--- config.mk ---
export PLATFORM = sky130hd
export DESIGN_NAME = mem_stage
export DESIGN_NICKNAME = d
export VERILOG_FILES = /design/src/rtl/mem_stage_pkg.sv /design/src/rtl/mem_stage_bus_if.sv /design/src/rtl/mem_stage.sv
export SDC_FILE = /design/constraint.sdc
export NUM_CORES = 1
export LEC_CHECK = 0
export ABC_AREA = 1
export BUFFER_PORTS_ARGS = -buffer_cell sky130_fd_sc_hd__buf_2
export CAP_MARGIN = 30
export CELL_PAD_IN_SITES_DETAIL_PLACEMENT = 0
export CELL_PAD_IN_SITES_GLOBAL_PLACEMENT = 1
export CORE_ASPECT_RATIO = 1.4
export CORE_MARGIN = 3
export CORE_UTILIZATION = 29
export CTS_CLUSTER_DIAMETER = 60
export DETAILED_ROUTE_END_ITERATION = 7
export PLACE_DENSITY = 0.85
export SYNTH_ARGS = -nofsm -noshare
export SYNTH_HDL_FRONTEND = slang
export SYNTH_SLANG_ARGS = --single-unit
--- constraint.sdc ---
create_clock -name clk -period 1.7 [get_ports clk]
set_input_delay 0.255 -clock clk [delete_from_list [all_inputs] [get_ports clk]]
set_output_delay 0.255 -clock clk [all_outputs]
set_load 0.02 [all_outputs]
--- src/rtl/mem_stage_pkg.sv ---
// Shared encodings for the MEM stage: memory ops, exception codes,
// bus FSM states and datapath widths.
package mem_stage_pkg;

  localparam int WORD_ADDR_W = 30;
  localparam int WORD_DATA_W = 32;

  typedef enum logic [1:0] {
    MEM_OP_NOP = 2'd0,
    MEM_OP_LDW = 2'd1,
    MEM_OP_STW = 2'd2
  } mem_op_t;

  localparam logic [2:0] ISA_EXP_NO_EXP     = 3'd0;
  localparam logic [2:0] ISA_EXP_EXT_INT    = 3'd1;
  localparam logic [2:0] ISA_EXP_UNDEF_INSN = 3'd2;
  localparam logic [2:0] ISA_EXP_OVERFLOW   = 3'd3;
  localparam logic [2:0] ISA_EXP_MISS_ALIGN = 3'd4;
  localparam logic [2:0] ISA_EXP_TRAP       = 3'd5;
  localparam logic [2:0] ISA_EXP_PRV_VIO    = 3'd6;

  typedef enum logic [1:0] {
    BUS_IDLE   = 2'd0,
    BUS_REQ    = 2'd1,
    BUS_ACCESS = 2'd2,
    BUS_STALL  = 2'd3
  } bus_state_t;

endpackage

--- src/rtl/mem_stage_bus_if.sv ---
// External bus master for the MEM stage: request/grant/ready handshake
// FSM plus the read-data latch that survives a pipeline stall.
module mem_stage_bus_if
  import mem_stage_pkg::*;
(
  input  logic                   clk,
  input  logic                   reset,
  input  logic                   stall,
  input  logic                   start,
  input  logic [WORD_ADDR_W-1:0] addr,
  input  logic                   rw,
  input  logic [WORD_DATA_W-1:0] wr_data,
  output logic                   busy,
  output logic [WORD_DATA_W-1:0] rd_data,
  output logic                   bus_req_,
  input  logic                   bus_grnt_,
  output logic [WORD_ADDR_W-1:0] bus_addr,
  output logic                   bus_as_,
  output logic                   bus_rw,
  output logic [WORD_DATA_W-1:0] bus_wr_data,
  input  logic [WORD_DATA_W-1:0] bus_rd_data,
  input  logic                   bus_rdy_
);

  bus_state_t             state_reg, state_next;
  logic [WORD_ADDR_W-1:0] addr_reg;
  logic                   rw_reg;
  logic [WORD_DATA_W-1:0] wr_data_reg;
  logic [WORD_DATA_W-1:0] rd_data_reg;

  // Request parameters are captured at start so a flush upstream cannot
  // corrupt a transaction already on the bus.
  always_ff @(posedge clk) begin
    if (reset) begin
      state_reg   <= BUS_IDLE;
      addr_reg    <= '0;
      rw_reg      <= 1'b0;
      wr_data_reg <= '0;
      rd_data_reg <= '0;
    end else begin
      state_reg <= state_next;
      if (state_reg == BUS_IDLE && start) begin
        addr_reg    <= addr;
        rw_reg      <= rw;
        wr_data_reg <= wr_data;
      end
      if (state_reg == BUS_ACCESS && !bus_rdy_) begin
        rd_data_reg <= bus_rd_data;
      end
    end
  end

  always_comb begin
    state_next  = state_reg;
    busy        = 1'b0;
    bus_req_    = 1'b1;
    bus_as_     = 1'b1;
    bus_addr    = '0;
    bus_rw      = 1'b0;
    bus_wr_data = '0;
    case (state_reg)
      BUS_IDLE: begin
        if (start) begin
          bus_req_   = 1'b0;
          busy       = 1'b1;
          state_next = BUS_REQ;
        end
      end
      BUS_REQ: begin
        bus_req_ = 1'b0;
        busy     = 1'b1;
        if (!bus_grnt_) begin
          bus_as_     = 1'b0;
          bus_addr    = addr_reg;
          bus_rw      = rw_reg;
          bus_wr_data = wr_data_reg;
          state_next  = BUS_ACCESS;
        end
      end
      BUS_ACCESS: begin
        bus_req_ = 1'b0;
        busy     = 1'b1;
        if (!bus_rdy_) begin
          bus_req_   = 1'b1;
          busy       = 1'b0;
          state_next = stall ? BUS_STALL : BUS_IDLE;
        end
      end
      BUS_STALL: begin
        if (!stall) begin
          state_next = BUS_IDLE;
        end
      end
      default: state_next = BUS_IDLE;
    endcase
  end

  // In the ready cycle the result is forwarded straight from the bus.
  assign rd_data = (state_reg == BUS_ACCESS) ? bus_rd_data : rd_data_reg;

endmodule

--- src/rtl/mem_stage.sv ---
// MEM pipeline stage: word load/store to the scratch-pad memory or the
// external bus, misalignment detection and the MEM/WB register.
module mem_stage
  import mem_stage_pkg::*;
#(
  parameter logic [WORD_ADDR_W-1:0] SPM_BASE       = 30'h0,
  parameter int                     SPM_DEPTH_LOG2 = 12
) (
  input  logic                      clk,
  input  logic                      reset,
  input  logic                      stall,
  input  logic                      flush,
  output logic                      busy,
  input  logic [29:0]               ex_pc,
  input  logic                      ex_en,
  input  logic                      ex_br_flag,
  input  logic [1:0]                ex_mem_op,
  input  logic [31:0]               ex_mem_wr_data,
  input  logic [1:0]                ex_ctrl_op,
  input  logic [4:0]                ex_dst_addr,
  input  logic                      ex_gpr_we_,
  input  logic [2:0]                ex_exp_code,
  input  logic [31:0]               ex_out,
  output logic [SPM_DEPTH_LOG2-1:0] spm_addr,
  output logic                      spm_as_,
  output logic                      spm_rw,
  output logic [31:0]               spm_wr_data,
  input  logic [31:0]               spm_rd_data,
  output logic                      bus_req_,
  input  logic                      bus_grnt_,
  output logic [29:0]               bus_addr,
  output logic                      bus_as_,
  output logic                      bus_rw,
  output logic [31:0]               bus_wr_data,
  input  logic [31:0]               bus_rd_data,
  input  logic                      bus_rdy_,
  output logic [29:0]               mem_pc,
  output logic                      mem_en,
  output logic                      mem_br_flag,
  output logic [1:0]                mem_ctrl_op,
  output logic [4:0]                mem_dst_addr,
  output logic                      mem_gpr_we_,
  output logic [2:0]                mem_exp_code,
  output logic [31:0]               mem_out
);

  logic                   valid, is_ld, is_st, miss_align, access;
  logic                   spm_hit, bus_start, fsm_busy;
  logic                   update, bubble;
  logic                   flush_pend_reg;
  logic [WORD_ADDR_W-1:0] word_addr, spm_off;
  logic [WORD_DATA_W-1:0] bus_ld_data, ld_data;

  assign valid      = ex_en && (ex_exp_code == ISA_EXP_NO_EXP);
  assign is_ld      = (ex_mem_op == MEM_OP_LDW);
  assign is_st      = (ex_mem_op == MEM_OP_STW);
  assign miss_align = valid && (is_ld || is_st) && (ex_out[1:0] != 2'b00);
  assign access     = valid && (is_ld || is_st) && !miss_align;

  assign word_addr = ex_out[31:2];
  assign spm_off   = word_addr - SPM_BASE;
  assign spm_hit   = (word_addr >= SPM_BASE) && ((spm_off >> SPM_DEPTH_LOG2) == '0);

  // The SPM strobe is withheld while stalled so a store fires exactly once,
  // in the cycle the instruction actually leaves the stage.
  assign spm_addr    = spm_off[SPM_DEPTH_LOG2-1:0];
  assign spm_as_     = !(access && spm_hit && !stall && !flush && !reset);
  assign spm_rw      = !is_st;
  assign spm_wr_data = ex_mem_wr_data;

  assign bus_start = access && !spm_hit && !flush && !reset;

  mem_stage_bus_if u_bus_if (
    .clk         (clk),
    .reset       (reset),
    .stall       (stall),
    .start       (bus_start),
    .addr        (word_addr),
    .rw          (is_ld),
    .wr_data     (ex_mem_wr_data),
    .busy        (fsm_busy),
    .rd_data     (bus_ld_data),
    .bus_req_    (bus_req_),
    .bus_grnt_   (bus_grnt_),
    .bus_addr    (bus_addr),
    .bus_as_     (bus_as_),
    .bus_rw      (bus_rw),
    .bus_wr_data (bus_wr_data),
    .bus_rd_data (bus_rd_data),
    .bus_rdy_    (bus_rdy_)
  );

  assign busy    = fsm_busy;
  assign ld_data = spm_hit ? spm_rd_data : bus_ld_data;
  assign update  = !fsm_busy && !stall;
  assign bubble  = flush || flush_pend_reg || !ex_en;

  // A flush seen while the bus is busy is remembered so the finished
  // transaction's result is discarded instead of written back.
  always_ff @(posedge clk) begin
    if (reset || update) begin
      flush_pend_reg <= 1'b0;
    end else if (flush && fsm_busy) begin
      flush_pend_reg <= 1'b1;
    end
  end

  always_ff @(posedge clk) begin
    if (reset || (update && bubble)) begin
      mem_pc       <= '0;
      mem_en       <= 1'b0;
      mem_br_flag  <= 1'b0;
      mem_ctrl_op  <= 2'd0;
      mem_dst_addr <= '0;
      mem_gpr_we_  <= 1'b1;
      mem_exp_code <= ISA_EXP_NO_EXP;
      mem_out      <= '0;
    end else if (update) begin
      mem_pc       <= ex_pc;
      mem_en       <= ex_en;
      mem_br_flag  <= ex_br_flag;
      mem_ctrl_op  <= ex_ctrl_op;
      mem_dst_addr <= ex_dst_addr;
      mem_gpr_we_  <= miss_align ? 1'b1 : ex_gpr_we_;
      mem_exp_code <= (ex_exp_code != ISA_EXP_NO_EXP) ? ex_exp_code :
                      (miss_align ? ISA_EXP_MISS_ALIGN : ISA_EXP_NO_EXP);
      mem_out      <= (is_ld && access) ? ld_data : ex_out;
    end
  end

endmodule

* Word level (Yosys, flattened, before mapping)
Cells that the tools add are included.
Word-level totals: bits in registers 173, input bits 179, output and inout bits 187, logic and storage cells 89
Operators by class: $lt $le $gt $ge 1, equal/unequal tests 9, mux-type cells 26, reductions and logical operators 39
Operators with widths (number):
- two-way mux 32 bit | 5
- two-way mux 30 bit | 2
- greater-or-equal comparator 30 x 1 -> 1 bit (second input constant) | 1
- zero test 30 bit | 1
- logical AND 1 bit | 18
- zero test 1 bit | 10
- two-way mux 2 bit | 5
- two-way mux 1 bit | 9
- case mux 2 bit (4 select lines) | 1
- == test 2 bit (second input constant) | 3
- two-way mux 3 bit | 2
- inequality test 2 bit (second input constant) | 3
- case mux 1 bit (3 select lines) | 2
- logical OR 1 bit | 5
- == test 2 x 1 -> 1 bit (second input constant) | 2
- AND reduction 4 bit | 1
- zero test 3 bit | 1
- nonzero test 3 bit | 1
- zero test 2 bit | 1
- inequality test 2 x 1 -> 1 bit (second input constant) | 1
- nonzero test 2 bit | 1

* Depth between registers and ports, before layout
word-level depth 15, depth in mapped cells 13, mapped depth without buffers 11

* Cells and area by module
From an unflattened synthesis, not the netlist that was laid out.
Second synthesis, totals: cell total of the unflattened synthesis 1253, area, all modules 8359.3 µm²
By module, submodules not included:
- mem_stage | times used 1, cells an instance 666, area each 4209.0 µm², seq. area each 1521.5 µm²
- mem_stage_bus_if | times used 1, cells an instance 587, area each 4150.2 µm², seq. area each 1941.9 µm²

* Least setup slack after synthesis
No wires, ideal clock.
kind in2reg, start point input port ex_mem_op[0], end point register mem_gpr_we_, library setup time 0.125 ns, arrival time 1.620 ns, data required time 1.575 ns, path slack -0.045 ns, stages on the path 11, path buffers 1, path through inv_1 -> ha_1 -> nor2_1 -> nand3_1 -> nor2_2 -> nand3_4 -> nand3_2 -> nand2_1 -> nand2_2 -> buf_2 -> nand3_1
On the way: cells in the longest elaborated chain, start to end 15, elaborated cells between the ends (all ways) 17, classes of those cells eq/ne: 2; mux: 3; reduce/logical: 12
Ends and longest elaborated chain:
- start, declared | RTL line mem_stage.sv:17 | input logic [1:0] ex_mem_op,
- == test 2 x 1 -> 1 bit / == test 2 bit (equally long branches) | RTL line mem_stage.sv:55, mem_stage.sv:56
- logical OR 1 bit (*) | RTL line mem_stage.sv:57, mem_stage.sv:58
- logical AND 1 bit (*) | RTL line mem_stage.sv:57, mem_stage.sv:58
- logical AND 1 bit | RTL line mem_stage.sv:57 | assign miss_align = valid && (is_ld || is_st) && (ex_out[1:0] != 2'b00);
- zero test 1 bit | RTL line mem_stage.sv:58 | assign access = valid && (is_ld || is_st) && !miss_align;
- logical AND 1 bit | RTL line mem_stage.sv:58
- logical AND 1 bit (3 in series) | RTL line mem_stage.sv:71 | assign bus_start = access && !spm_hit && !flush && !reset;
- two-way mux 1 bit | RTL line mem_stage_bus_if.sv:63 | if (start) begin
- case mux 1 bit (3 select lines) | RTL line mem_stage_bus_if.sv:61 | case (state_reg)
- zero test 1 bit | RTL line mem_stage.sv:95 | assign update = !fsm_busy && !stall;
- logical AND 1 bit | RTL line mem_stage.sv:95
- logical AND 1 bit | RTL line mem_stage.sv:109 | if (reset || (update && bubble)) begin
- logical OR 1 bit | RTL line mem_stage.sv:109
- end signal, assigned | RTL line mem_stage.sv:124 | mem_gpr_we_ <= miss_align ? 1'b1 : ex_gpr_we_;
- end, declared | RTL line mem_stage.sv:42 | output logic mem_gpr_we_,
Every way passes the cells marked *; elsewhere a longest branch is shown, timed or not. A chain may end at the register's enable or synchronous reset.

* Worst setup path in the final report
start point register u_bus_if.state_reg[0], end point output port bus_addr[9]
On the way: cells in the longest elaborated chain, start to end 2
Ends and longest elaborated chain:
- start, declared | RTL line mem_stage_bus_if.sv:25 | bus_state_t state_reg, state_next;
- start signal, assigned | RTL line mem_stage_bus_if.sv:41 | state_reg <= state_next;
- == test 2 x 1 -> 1 bit | RTL line mem_stage_bus_if.sv:61
- two-way mux 30 bit | RTL line mem_stage_bus_if.sv:61
- end, declared | RTL line mem_stage.sv:31 | output logic [29:0] bus_addr,
No other way between the ends.

==> metrics.txt <==
status=complete, but fails checks; failing checks=setup timing; # IOs=366; via count=9617; # rows=73; CP max stage delay=0.34 ns; Worst Clk Skew=0.00939 ns; worst r2r path cells=15; #FFs+latches synth=173; setup violators final=185; die area=31600 µm²; clk_lat worst skew=0.44 ns; vias in the first global route=8697; DRT iter0 DRCs=524; Worst Path Required=1.44 ns; Max FO, Critical Path=21; hold_ws=0.0953 ns; unrepaired setup endpoints after global routing=true; Max Fclk=0.502 GHz; drt total wl=36000 µm; Routed wire per std cell=17.8 µm; Area growth syn-to-layout=59.9%; Post-Synthesis Cells=1265; Hold EP=flush_pend_reg; min-delay src=flush; Post-Synthesis Mean Instance Area=6.75 µm²; clock sink count=173; Port Buf Inserts=365; WHS Path Cells=3; yosys warns=0; Vert. Die Dim=209 µm; r2r setup slk=-0.27 ns; Initial Util=29.8%; Worst slew margin=67.5%; Synth top area share=40.6%; drt via density=4.75; post-route minimum period=1.99 ns; Final WS setup=-0.290 ns; Leakage=6.81 nW; Max Cap Violations=0; share of layout cells above drive strength 1=44.1%; FF-to-FF Start=u_bus_if.state_reg[1]; Tot GR Track Use=18.6%; Hold Path Class=in2reg; Net count, final=1816; H-tree Lvls=4; initial antenna violation count=3; worst vdd ir=0.659 mV; DP Wirelength=22000 µm; Setup Crit Path Kind=reg2out; final hold violations=0; Critical-path top delay cell=dfxtp_2; synth top area cells=dfxtp_1, nand2_1, inv_1, a21oi_1, o21ai_0; Synth area leader=dfxtp_1; Worst Setup Start Kind=flop; clk buf depth=2; setup_tns=-34.39 ns; gr ovfl total=0; crit end category=primary output; first-pass GRT wire length=46300 µm; post-synthesis cell type count=22; Post-CTS Hold Fix Bufs=0; clock-pin slew on the worst setup and hold paths=0.07 ns; worst slew pin tran=0.487 ns; Reg-to-Reg End=mem_exp_code[0]; CTS tree=yes; DRT Pass-1 Iters=6; Num CTS Buffers=17; Seq/Total Area, Yosys=40.6%; post-route DRC violation count=0; CP Cell Sequence=inv_2 > nor2_4 > inv_2 > nor2_4 > inv_8 > buf_12 > nor2_2 > buf_6; final core occ=47.6%; Final Wtd Congestion=0.891; Net Count, Synth=1446; post-synthesis cell area=8540 µm²; Core ar.=28700 µm²; Pwr per Cell Area=809 nW/µm²; Slew Limit Fails=0; largest net degree at the start of global routing=68; Root Driver=clkbuf_16; Place WS=-0.252 ns; Antenna Nets Post-Route=0; die span in x=151 µm; Final period util=117%; crit path DAT=1.74 ns
[worst max-delay path, delay by kind of cell, from the launching register on]
family | cells | cell delay, ns
DFF | 1 | 0.34
buffers and inverters | 5 | 0.53
and+or+nand+nor | 3 | 0.40
[cells by family after synthesis]
logic type / after synthesis / share of synthesized area, %
and+or+nand+nor: 573 / 29.2
AOI/OAI and AO/OA: 225 / 14.1
adders and majority gates: 2 / 0.293
buffers and inverters: 292 / 15.8
DFF: 173 / 40.6
[worst max-delay path by stage]
stage	startpoint	endpoint	slack [ns]	cells after the start
after floorplan	ex_mem_op[0]	mem_pc[10]	0.05	13
after global placement	ex_mem_op[0]	bus_req_	-0.22	11
after detailed placement	ex_mem_op[1]	u_bus_if.addr_reg[0]	-0.25	10
after CTS	u_bus_if.state_reg[0]	bus_addr[6]	-0.27	8
after global routing	u_bus_if.state_reg[0]	bus_addr[13]	-0.34	8
final	u_bus_if.state_reg[0]	bus_addr[9]	-0.29	8
[final cells by class]
cell class	count	area [µm²]
inverter	158	606
antenna	3	7.51
clock inverter	6	136
tap	375	469
fill	2842	15000
sequential	173	3470
multi-input combinational	800	4640
clock buffer	23	468
timing repair buffer	485	3860
[metrics by stage]
stage                     std cells  area (µm²)  total power [W]
after floorplan                1265        8620          0.00549
after global placement         1931       10800          0.00616
after detailed placement       1931       10800          0.00617
after CTS                      1976       11900           0.0105
after global routing           2023       13700           0.0115
final                          2023       13700           0.0110
[where the power goes]
part | leakage (nW) | switching (W) | internal (W)
Clock | 0.289 | 0.00168 | 0.00252
Sequential | 1.40 | 0.0000892 | 0.00422
Combinational | 5.12 | 0.00147 | 0.00106
[layer usage]
| metal | vias to the layer above | wire [µm] | track usage (%) |
|---|---|---|---|
| li1 | 4725 | - | - |
| met5 | - | 0 | 0 |
| met1 | 4494 | 13800 | 21.5 |
| met2 | 324 | 19000 | 32.8 |
| met4 | 0 | 1420 | 8.42 |
| met3 | 74 | 1870 | 3.62 |
[cells in the final DEF, fill, tap and decap left out, drive strengths merged]
master / count
nand3: 40
diode: 3
clkinv: 1
inv: 158
clkbuf: 46
nor2: 116
buf: 462
dfxtp: 173
o21ai: 96
clkinvlp: 1
a211oi: 32
nand3b: 33
a21oi: 97
bufinv: 4
ha: 2
nand2: 337
nand4: 47
[synthesized netlist by cell type, drive strengths merged]
| cell type | n |
|---|---|
| clkbuf | 43 |
| o21ai | 96 |
| inv | 158 |
| dfxtp | 173 |
| nand4 | 47 |
| a211oi | 32 |
| ha | 2 |
| nand3b | 33 |
| buf | 91 |
| a21oi | 97 |
| nand2 | 337 |
| nand3 | 40 |
| nor2 | 116 |
[repair_timing]
action,4_1_cts,5_1_grt
endpoints found under the setup margin,67,187
resized for setup,160,273
pin swaps,9,32
setup buffers,16,16
cloned,1,32
Power figures use the tool's default switching activity.
